### src/rtl/dw_requant_out.sv
// Depthwise PE output stage: tracks tap windows, captures the final PE sum, then
// bias-adds, round-shifts, applies optional ReLU, saturates and buffers results in a FIFO.
module dw_requant_out #(
    parameter int unsigned KERNEL_TAPS = 9,
    parameter int unsigned ACC_WIDTH   = 32,
    parameter int unsigned OUT_WIDTH   = 8,
    parameter int unsigned FIFO_DEPTH  = 4
) (
    input  logic                                clk,
    input  logic                                reset,
    input  logic                                tap_valid,
    input  logic                                tap_first,
    input  logic signed [ACC_WIDTH-1:0]         psum,
    input  logic signed [ACC_WIDTH-1:0]         bias,
    input  logic        [4:0]                   shift,
    input  logic                                relu_en,
    output logic signed [OUT_WIDTH-1:0]         out_data,
    output logic                                out_valid,
    input  logic                                out_ready,
    output logic        [$clog2(FIFO_DEPTH):0]  fifo_count,
    output logic                                overflow,
    output logic                                protocol_err
);

    localparam int unsigned CNT_W = (KERNEL_TAPS > 1) ? $clog2(KERNEL_TAPS + 1) : 1;
    localparam int unsigned PTR_W = (FIFO_DEPTH > 1) ? $clog2(FIFO_DEPTH) : 1;
    localparam int unsigned FCW   = $clog2(FIFO_DEPTH) + 1;
    localparam int unsigned S2W   = ACC_WIDTH + 2;

    localparam logic signed [S2W-1:0] SAT_MAX = S2W'((1 <<< (OUT_WIDTH - 1)) - 1);
    localparam logic signed [S2W-1:0] SAT_MIN = S2W'(-(1 <<< (OUT_WIDTH - 1)));

    // ---------------- tap counter ----------------
    logic [CNT_W-1:0] cnt_q, cnt_d;
    logic             win_done;
    logic             proto_hit;
    logic             done_q;

    always_comb begin
        cnt_d     = cnt_q;
        win_done  = 1'b0;
        proto_hit = 1'b0;
        if (tap_valid) begin
            if (tap_first) begin
                if (KERNEL_TAPS == 1) begin
                    win_done = 1'b1;
                    cnt_d    = '0;
                end else begin
                    cnt_d = CNT_W'(1);
                end
            end else if (cnt_q == '0) begin
                proto_hit = 1'b1;
            end else if (cnt_q == CNT_W'(KERNEL_TAPS - 1)) begin
                win_done = 1'b1;
                cnt_d    = '0;
            end else begin
                cnt_d = cnt_q + CNT_W'(1);
            end
        end
    end

    always_ff @(posedge clk) begin
        if (reset) begin
            cnt_q        <= '0;
            done_q       <= 1'b0;
            protocol_err <= 1'b0;
        end else begin
            cnt_q  <= cnt_d;
            done_q <= win_done;
            if (proto_hit) protocol_err <= 1'b1;
        end
    end

    // ---------------- requant pipeline ----------------
    logic                     s1_valid_q, s2_valid_q;
    logic signed [ACC_WIDTH:0] s1_q;
    logic        [4:0]        shift1_q;
    logic                     relu1_q, relu2_q;
    logic signed [S2W-1:0]    s2_q;
    logic signed [S2W-1:0]    s1_ext, rnd, rsum, s2_calc;

    // PE sum register delay: the final sum is visible the cycle after the last tap.
    always_comb begin
        s1_ext = S2W'(s1_q);
        rnd    = '0;
        if (shift1_q != 5'd0) rnd = S2W'(1) <<< (shift1_q - 5'd1);
        rsum    = s1_ext + rnd;
        s2_calc = rsum >>> shift1_q;
    end

    always_ff @(posedge clk) begin
        if (reset) begin
            s1_valid_q <= 1'b0;
            s2_valid_q <= 1'b0;
            s1_q       <= '0;
            shift1_q   <= '0;
            relu1_q    <= 1'b0;
            relu2_q    <= 1'b0;
            s2_q       <= '0;
        end else begin
            s1_valid_q <= done_q;
            s2_valid_q <= s1_valid_q;
            if (done_q) begin
                s1_q     <= (ACC_WIDTH + 1)'(psum) + (ACC_WIDTH + 1)'(bias);
                shift1_q <= shift;
                relu1_q  <= relu_en;
            end
            if (s1_valid_q) begin
                s2_q    <= s2_calc;
                relu2_q <= relu1_q;
            end
        end
    end

    // ---------------- relu + saturate ----------------
    logic signed [OUT_WIDTH-1:0] res;

    always_comb begin
        if (relu2_q && s2_q < 0)  res = '0;
        else if (s2_q > SAT_MAX)  res = SAT_MAX[OUT_WIDTH-1:0];
        else if (s2_q < SAT_MIN)  res = SAT_MIN[OUT_WIDTH-1:0];
        else                      res = s2_q[OUT_WIDTH-1:0];
    end

    // ---------------- output FIFO ----------------
    logic signed [OUT_WIDTH-1:0] mem [FIFO_DEPTH];
    logic [PTR_W-1:0]            rd_ptr_q, wr_ptr_q;
    logic [FCW-1:0]              count_q;
    logic                        push, pop, push_ok, full;

    assign out_valid  = (count_q != '0);
    assign fifo_count = count_q;
    assign out_data   = mem[rd_ptr_q];
    assign full       = (count_q == FCW'(FIFO_DEPTH));
    assign push       = s2_valid_q;
    assign pop        = out_valid && out_ready;
    assign push_ok    = push && (!full || pop);

    always_ff @(posedge clk) begin
        if (reset) begin
            for (int i = 0; i < int'(FIFO_DEPTH); i++) mem[i] <= '0;
            rd_ptr_q <= '0;
            wr_ptr_q <= '0;
            count_q  <= '0;
            overflow <= 1'b0;
        end else begin
            if (push_ok) begin
                mem[wr_ptr_q] <= res;
                wr_ptr_q      <= wr_ptr_q + PTR_W'(1);
            end
            if (pop) rd_ptr_q <= rd_ptr_q + PTR_W'(1);
            case ({push_ok, pop})
                2'b10:   count_q <= count_q + FCW'(1);
                2'b01:   count_q <= count_q - FCW'(1);
                default: count_q <= count_q;
            endcase
            if (push && !push_ok) overflow <= 1'b1;
        end
    end

endmodule

### config.mk
export PLATFORM = sky130hd
export DESIGN_NAME = dw_requant_out
export DESIGN_NICKNAME = d
export VERILOG_FILES = /design/src/rtl/dw_requant_out.sv
export SDC_FILE = /design/constraint.sdc
export NUM_CORES = 1
export LEC_CHECK = 0
export CORE_ASPECT_RATIO = 1.4
export CORE_UTILIZATION = 50
export CTS_CLUSTER_DIAMETER = 30
export DETAILED_ROUTE_END_ITERATION = 7
export DONT_BUFFER_PORTS = 1
export GPL_ROUTABILITY_DRIVEN = 1
export HOLD_SLACK_MARGIN = 0.1
export PLACE_DENSITY = 0.75
export SYNTH_ARGS = -nofsm -noshare
export SYNTH_HDL_FRONTEND = slang
export SYNTH_SLANG_ARGS = --single-unit
### constraint.sdc
create_clock -name clk -period 5.1 [get_ports clk]
set_input_delay 0.51 -clock clk [delete_from_list [all_inputs] [get_ports clk]]
set_output_delay 0.51 -clock clk [all_outputs]
set_load 0.05 [all_outputs]
---- Word-level counts from Yosys, hierarchy flattened ----
Memory sizes are Yosys's and may differ from the RTL's. A register that Yosys moved wholly into a read port is not among the register bits.
Index checks and enable logic that the tools add are counted.
cells by class
  $add $sub $neg .......................... 8
  $mul .................................... 0
  divide/modulo/power cells ............... 0
  magnitude comparators ................... 3
  equality and inequality tests ........... 5
  shift operators ......................... 2
  multiplexer cells ....................... 22
  bitwise operators ....................... 1
  reduce and logical (&&, ||, !) cells .... 14
operator list
  kind                                                                           count
  33-bit by 34-bit adder with 34-bit output                                      1
  34-bit by 8-bit > comparator with 1-bit output, second input constant          1
  34-bit by 1-bit less-than comparator with 1-bit output, second input constant  1
  34-bit by 8-bit less-than comparator with 1-bit output, second input constant  1
  34-bit 2-to-1 mux                                                              1
  2-bit by 5-bit <<< shifter with 34-bit output, first input constant            1
  34-bit by 5-bit >>> shifter with 34-bit output                                 1
  32-bit by 32-bit adder with 33-bit output                                      1
  8-bit 2-to-1 mux                                                               4
  4-bit 2-to-1 mux                                                               3
  1-bit 2-to-1 mux                                                               10
  8-bit OR reduction                                                             1
  2-bit 2-to-1 mux                                                               3
  3-bit one-hot mux with 2 select lines                                          1
  5-bit nonzero test                                                             1
  5-bit by 1-bit subtractor with 5-bit output, second input constant             1
  2-bit by 1-bit adder with 2-bit output, second input constant                  2
  4-bit by 1-bit adder with 4-bit output, second input constant                  1
  4-bit equality test, second input constant                                     1
  1-bit logical AND                                                              4
  4-bit zero test                                                                1
  4-bit OR reduction                                                             1
  3-bit by 1-bit adder with 3-bit output, second input constant                  1
  3-bit equality test, second input constant                                     1
  other kinds (10)                                                               11
word-level totals
  flip-flop bits (word level) ............. 90
  latch bits .............................. 0
  bits in writable memories ............... 32
  ROM bits ................................ 0
  memories ................................ 1
memory list
  memory  words  width  read ports  clocked after memory_dff  write ports  line  RTL
  mem     4      8      1           1                         4            126   logic signed [OUT_WIDTH-1:0] mem [FIFO_DEPTH];

---- Longest topological paths before layout ----
  depth after elaboration ................. 9
  gate-level depth with buffers ........... 21
  depth with buffers taken out ............ 16

---- Least setup slack after synthesis ----
OpenSTA, ideal clock, no wires.
  kind .................................... register to register
  start point ............................. reg shift1_q[2]
  end point ............................... reg s2_q[1]
  arrival time ............................ 4.534 ns
  path slack .............................. 0.498 ns
  stages on the path, launching flop included .. 19
  clock period less this slack ............ 4.602 ns
  cell sequence ........................... dfxtp_1 clkbuf_1 inv_1 buf_2 buf_1 nand3_1 nor2_1 ha_1 buf_2 a21o_1 a211oi_1 nand2_1 or2_2 o21ai_0 xor2_1 a221o_1 mux4_2 mux4_2 o21ai_2
on the way
  longest elaborated chain between the ends .. 5
  elaborated cells on any way between the ends .. 6
  classes of those cells .................. add/sub: 2; shift: 2; mux: 1; reduce/logical: 1
ends and longest elaborated chain
  item                                                line  RTL
  from (decl)                                         77    logic [4:0] shift1_q;
  from (signal assigned)                              105   shift1_q <= shift;
  5-bit by 1-bit subtractor with 5-bit output         86    if (shift1_q != 5'd0) rnd = S2W'(1) <<< (shift1_q - 5'd1);
  2-bit by 5-bit <<< shifter with 34-bit output       86
  34-bit 2-to-1 mux                                   86
  33-bit by 34-bit adder with 34-bit output           87    rsum = s1_ext + rnd;
  34-bit by 5-bit >>> shifter with 34-bit output (*)  88    s2_calc = rsum >>> shift1_q;
  to (signal assigned)                                109   s2_q <= s2_calc;
  to (decl)                                           79    logic signed [S2W-1:0] s2_q;
Mark *: on every way between the ends. The rest lies on a longest branch, timed or not.
A chain may end at the register's enable or synchronous reset.

---- Final worst setup path ----
  start point ............................. reg shift1_q[3]
  end point ............................... reg s2_q[1]
The elaborated chain is that of the path after synthesis.

==> impl_metrics.env <==
export IMPL_finalPower_mw=2.681
export IMPL_crit_fanout=43
export IMPL_async_reset_ff_frac=0
export IMPL_grt_remaining_overflow=0
export IMPL_setup_tns_ps=0
export IMPL_worst_path_buf_inv=1
export IMPL_cp_required_ps=5460
export IMPL_critical_path_arrival_ps=5180
export IMPL_cts_root_buf="clkbuf_16"
export IMPL_use_met2=0.4998
export IMPL_syn_inst=1300
export IMPL_busiest_layer="met2"
export IMPL_dr_pass1_iters=8
export IMPL_grt_usage=0.2749
export IMPL_vias=9795
export IMPL_grt_pass1_vias=9521
export IMPL_critPathCaptureType="register"
export IMPL_remaining_drc_errors=2
export IMPL_setup_violations=0
export IMPL_met1_usage=0.2977
export IMPL_io_pins=89
export IMPL_insertedDiodeCount=0
export IMPL_die_y_um=174.4
export IMPL_post_dp_hpwl_mm=22.91
export IMPL_synth_ff_type="dfxtp_1"
export IMPL_cp_top_family="compound AO/OA/AOI/OAI gates"
export IMPL_nFillCells=1922
export IMPL_num_rows=62
export IMPL_start_kind="register"
export IMPL_violations="DRC"
export IMPL_synth_nets=1444
export IMPL_start_util=0.5147
export IMPL_synth_edf_count=32
export IMPL_cts_buffers=17
export IMPL_crit_type="register to register"
export IMPL_avgSynthCellArea_um2=8.169
export IMPL_wl_per_cell_um=19.01
export IMPL_hold_viol_final=0
export IMPL_die_area_um2=21840
export IMPL_cpMaxStageDelayCell="mux4_2"
export IMPL_routed_wl_mm=29.48
export IMPL_p_leak_nw=4.662
export IMPL_synthesis_area_um2=10620
export IMPL_ant_nets=0
export IMPL_core_um2=20630
export IMPL_path_clk_slew_ps=50
export IMPL_routed_via_density=6.315
export IMPL_grt_pass1_wl_mm=48.05
export IMPL_h_tree_depth=4
export IMPL_portBuffers=0
export IMPL_clk_path_buf_depth=2
export IMPL_ir_worst_vdd_v=0.0002590
export IMPL_grt_util_met3=0.04740
export IMPL_slew_viol_final=0
export IMPL_p_per_area_nw_per_um2=233.3
export IMPL_post_route_min_period_ps=4824
export IMPL_syn2layout_area_growth_pct=8.223
export IMPL_die_w_um=125.2
export IMPL_drv_cap=0
export IMPL_dr_first_iter_drc_count=557
export IMPL_max_stage_delay_ps=560
export IMPL_fin_nets=1426
export IMPL_rsz0062_at_grt="false"
export IMPL_clk_latency_ps=430
export IMPL_path_cells="buf_12 -> nor2_1 -> nand2_1 -> nor2_1 -> ha_1 -> a21o_1 -> o211a_1 -> o311ai_2 -> nand2_1 -> a21boi_0 -> xnor2_1 -> o221ai_1 -> mux4_2 -> mux4_2 -> o21ai_2"
export IMPL_drive_gt1_frac=0.09266
export IMPL_skew_ps=15.61
export IMPL_ys_ff_latch=124
export IMPL_ys_seq_area_frac=0.2639
export IMPL_yosysUniqueCellTypes=80
export IMPL_cts_setup_buffers=0
export IMPL_worst_slew_pin_slew_ps=1229
export IMPL_hp_class="input pin to register"
export IMPL_grt_max_degree=90
export IMPL_yosysWarnings=0
export IMPL_period_share=0.9458
export IMPL_antenna_found_initial=0
export IMPL_routabilityCongestion=1.000
export IMPL_fmax_mhz=207.3
export IMPL_cts_sinks=124
export IMPL_outcome="complete, but fails checks"
export IMPL_max_slew_margin=0.1720
export IMPL_cts_tree="built"
-- metal layers --
| layer | share of wire | vias to the layer above | routed length (um) |
|---|---|---|---|
| met3 | 0.049 | 106 | 1443 |
| met2 | 0.50 | 328 | 14860 |
| met5 | 0 | - | 0 |
| li1 | - | 4774 | - |
| met1 | 0.39 | 4587 | 11510 |
| met4 | 0.057 | 0 | 1673 |
-- cell usage in the layout (no fill, tap or decap), drive strengths merged, types with 6 or more instances in the layout --
cell type	netlist	layout
inv	50	51
a31oi	17	17
nor3	28	28
o41ai	7	7
a21o	37	37
clkbuf	44	21
and3	7	7
clkinv	2	8
a21boi	7	7
o21a	12	12
o22ai	10	10
xnor2	41	41
edfxtp	32	32
nor2	183	183
mux4	24	24
nand3	26	26
or2	6	6
nor4	14	14
o211ai	16	16
ha	66	66
nor2b	16	16
a211oi	28	28
a21oi	70	70
o21ai	64	64
o21bai	6	6
xor2	21	21
o221ai	8	8
dfxtp	92	92
mux2i	60	60
and2	11	11
nand4	16	16
nand2	119	119
mux2	11	11
buf	31	38
a311oi	10	10
nand2b	23	23
-- metrics by stage --
step                hold WS (ps)  utilization  area [um^2]  worst slack, ps  instances
finish                     164.1       0.5570        11490            276.2       1551
global route               144.6       0.5570        11490            56.26       1551
CTS                        145.7       0.5568        11490            325.4       1551
detailed placement         446.8       0.5303        10940            352.9       1519
global placement           442.4       0.5303        10940            306.5       1519
floorplan                  429.3            -        10620            498.4       1300
-- report_power, final --
part           internal (mW)  switching [mW]
registers               1.04          0.0762
logic                  0.167           0.266
clock network          0.680           0.453
total                   1.89           0.795
-- synth_stat cells (5+ instances only) --
cell type | count | share of area
nor2_1 | 183 | 0.065
nand4_1 | 16 | 0.0094
xnor2_1 | 41 | 0.034
inv_1 | 50 | 0.018
and2_1 | 11 | 0.0065
and3_1 | 7 | 0.0041
o21bai_1 | 6 | 0.0042
dfxtp_1 | 92 | 0.17
nor3_1 | 27 | 0.013
buf_1 | 20 | 0.0071
nand3b_1 | 5 | 0.0035
nand3_1 | 26 | 0.012
a21o_1 | 37 | 0.026
nor2b_1 | 16 | 0.0094
nand2_1 | 119 | 0.042
o221ai_1 | 8 | 0.0066
nor4_1 | 14 | 0.0082
mux2_2 | 11 | 0.012
buf_2 | 10 | 0.0047
o21ai_0 | 59 | 0.028
o211a_1 | 5 | 0.0047
or2_2 | 5 | 0.0029
mux4_2 | 24 | 0.051
ha_1 | 66 | 0.078
a21oi_1 | 69 | 0.033
mux2i_1 | 60 | 0.057
a31oi_1 | 17 | 0.010
o211ai_1 | 16 | 0.011
a21boi_0 | 7 | 0.0049
o41ai_1 | 6 | 0.0049
a311oi_1 | 10 | 0.0082
edfxtp_1 | 32 | 0.090
o21a_1 | 12 | 0.0085
o22ai_1 | 10 | 0.0059
a211oi_1 | 28 | 0.020
nand2b_1 | 23 | 0.014
clkbuf_1 | 44 | 0.016
xor2_1 | 21 | 0.017
o2bb2ai_1 | 5 | 0.0041
-- state kept, by name, indices dropped and copies added (netlist names), named ones only --
| name | flops |
|---|---|
| shift1_q | 5 |
| s2_q | 34 |
| s1_q | 33 |
| relu2_q | 1 |
| fifo_count | 3 |
| done_q | 1 |
| rd_ptr_q | 2 |
| wr_ptr_q | 2 |
| push | 1 |
| relu1_q | 1 |
| s1_valid_q | 1 |
| protocol_err | 1 |
| cnt_q | 4 |
| mem | 32 |
| overflow | 1 |
-- layout make-up --
type | instances | area [um^2] | area share
Multi-Input combinational cell | 1049 | 7328 | 0.6376
Clock inverter | 11 | 97.59 | 0.008491
Sequential cell | 124 | 2804 | 0.2440
Clock buffer | 21 | 450.4 | 0.03919
Inverter | 52 | 195.2 | 0.01698
Tap cell | 256 | 320.3 | 0.02787
Timing Repair Buffer | 38 | 297.8 | 0.02591
-- worst paths after layout --
kind,from,to,slack [ps],cells after the start
min reg2reg,s2_q[1]$_SDFFE_PP0P_,s2_q[1]$_SDFFE_PP0P_,460,2
max reg2reg,shift1_q[3]$_SDFFE_PP0P_,s2_q[1]$_SDFFE_PP0P_,280,15
min,reset,protocol_err$_SDFFE_PP0P_,160,1
max,shift1_q[3]$_SDFFE_PP0P_,s2_q[1]$_SDFFE_PP0P_,280,15
-- repair_timing --
action                     CTS  global route
setup endpoints to repair    0             4
gates resized for setup      0             2
hold buffers                 0             0
-- kinds of logic after synthesis --
family / count (synthesis) / synth area share
buffers and inverters: 127 / 0.04642
AO/OA/AOI/OAI: 352 / 0.2328
flip-flops: 124 / 0.2639
AND/OR/NAND/NOR: 470 / 0.2029
multiplexers: 95 / 0.1191
adder cells (fa/ha/maj): 69 / 0.08341
other: 1 / 0.0003531
XOR/XNOR: 62 / 0.05113
(Power assumes the default switching activity.)
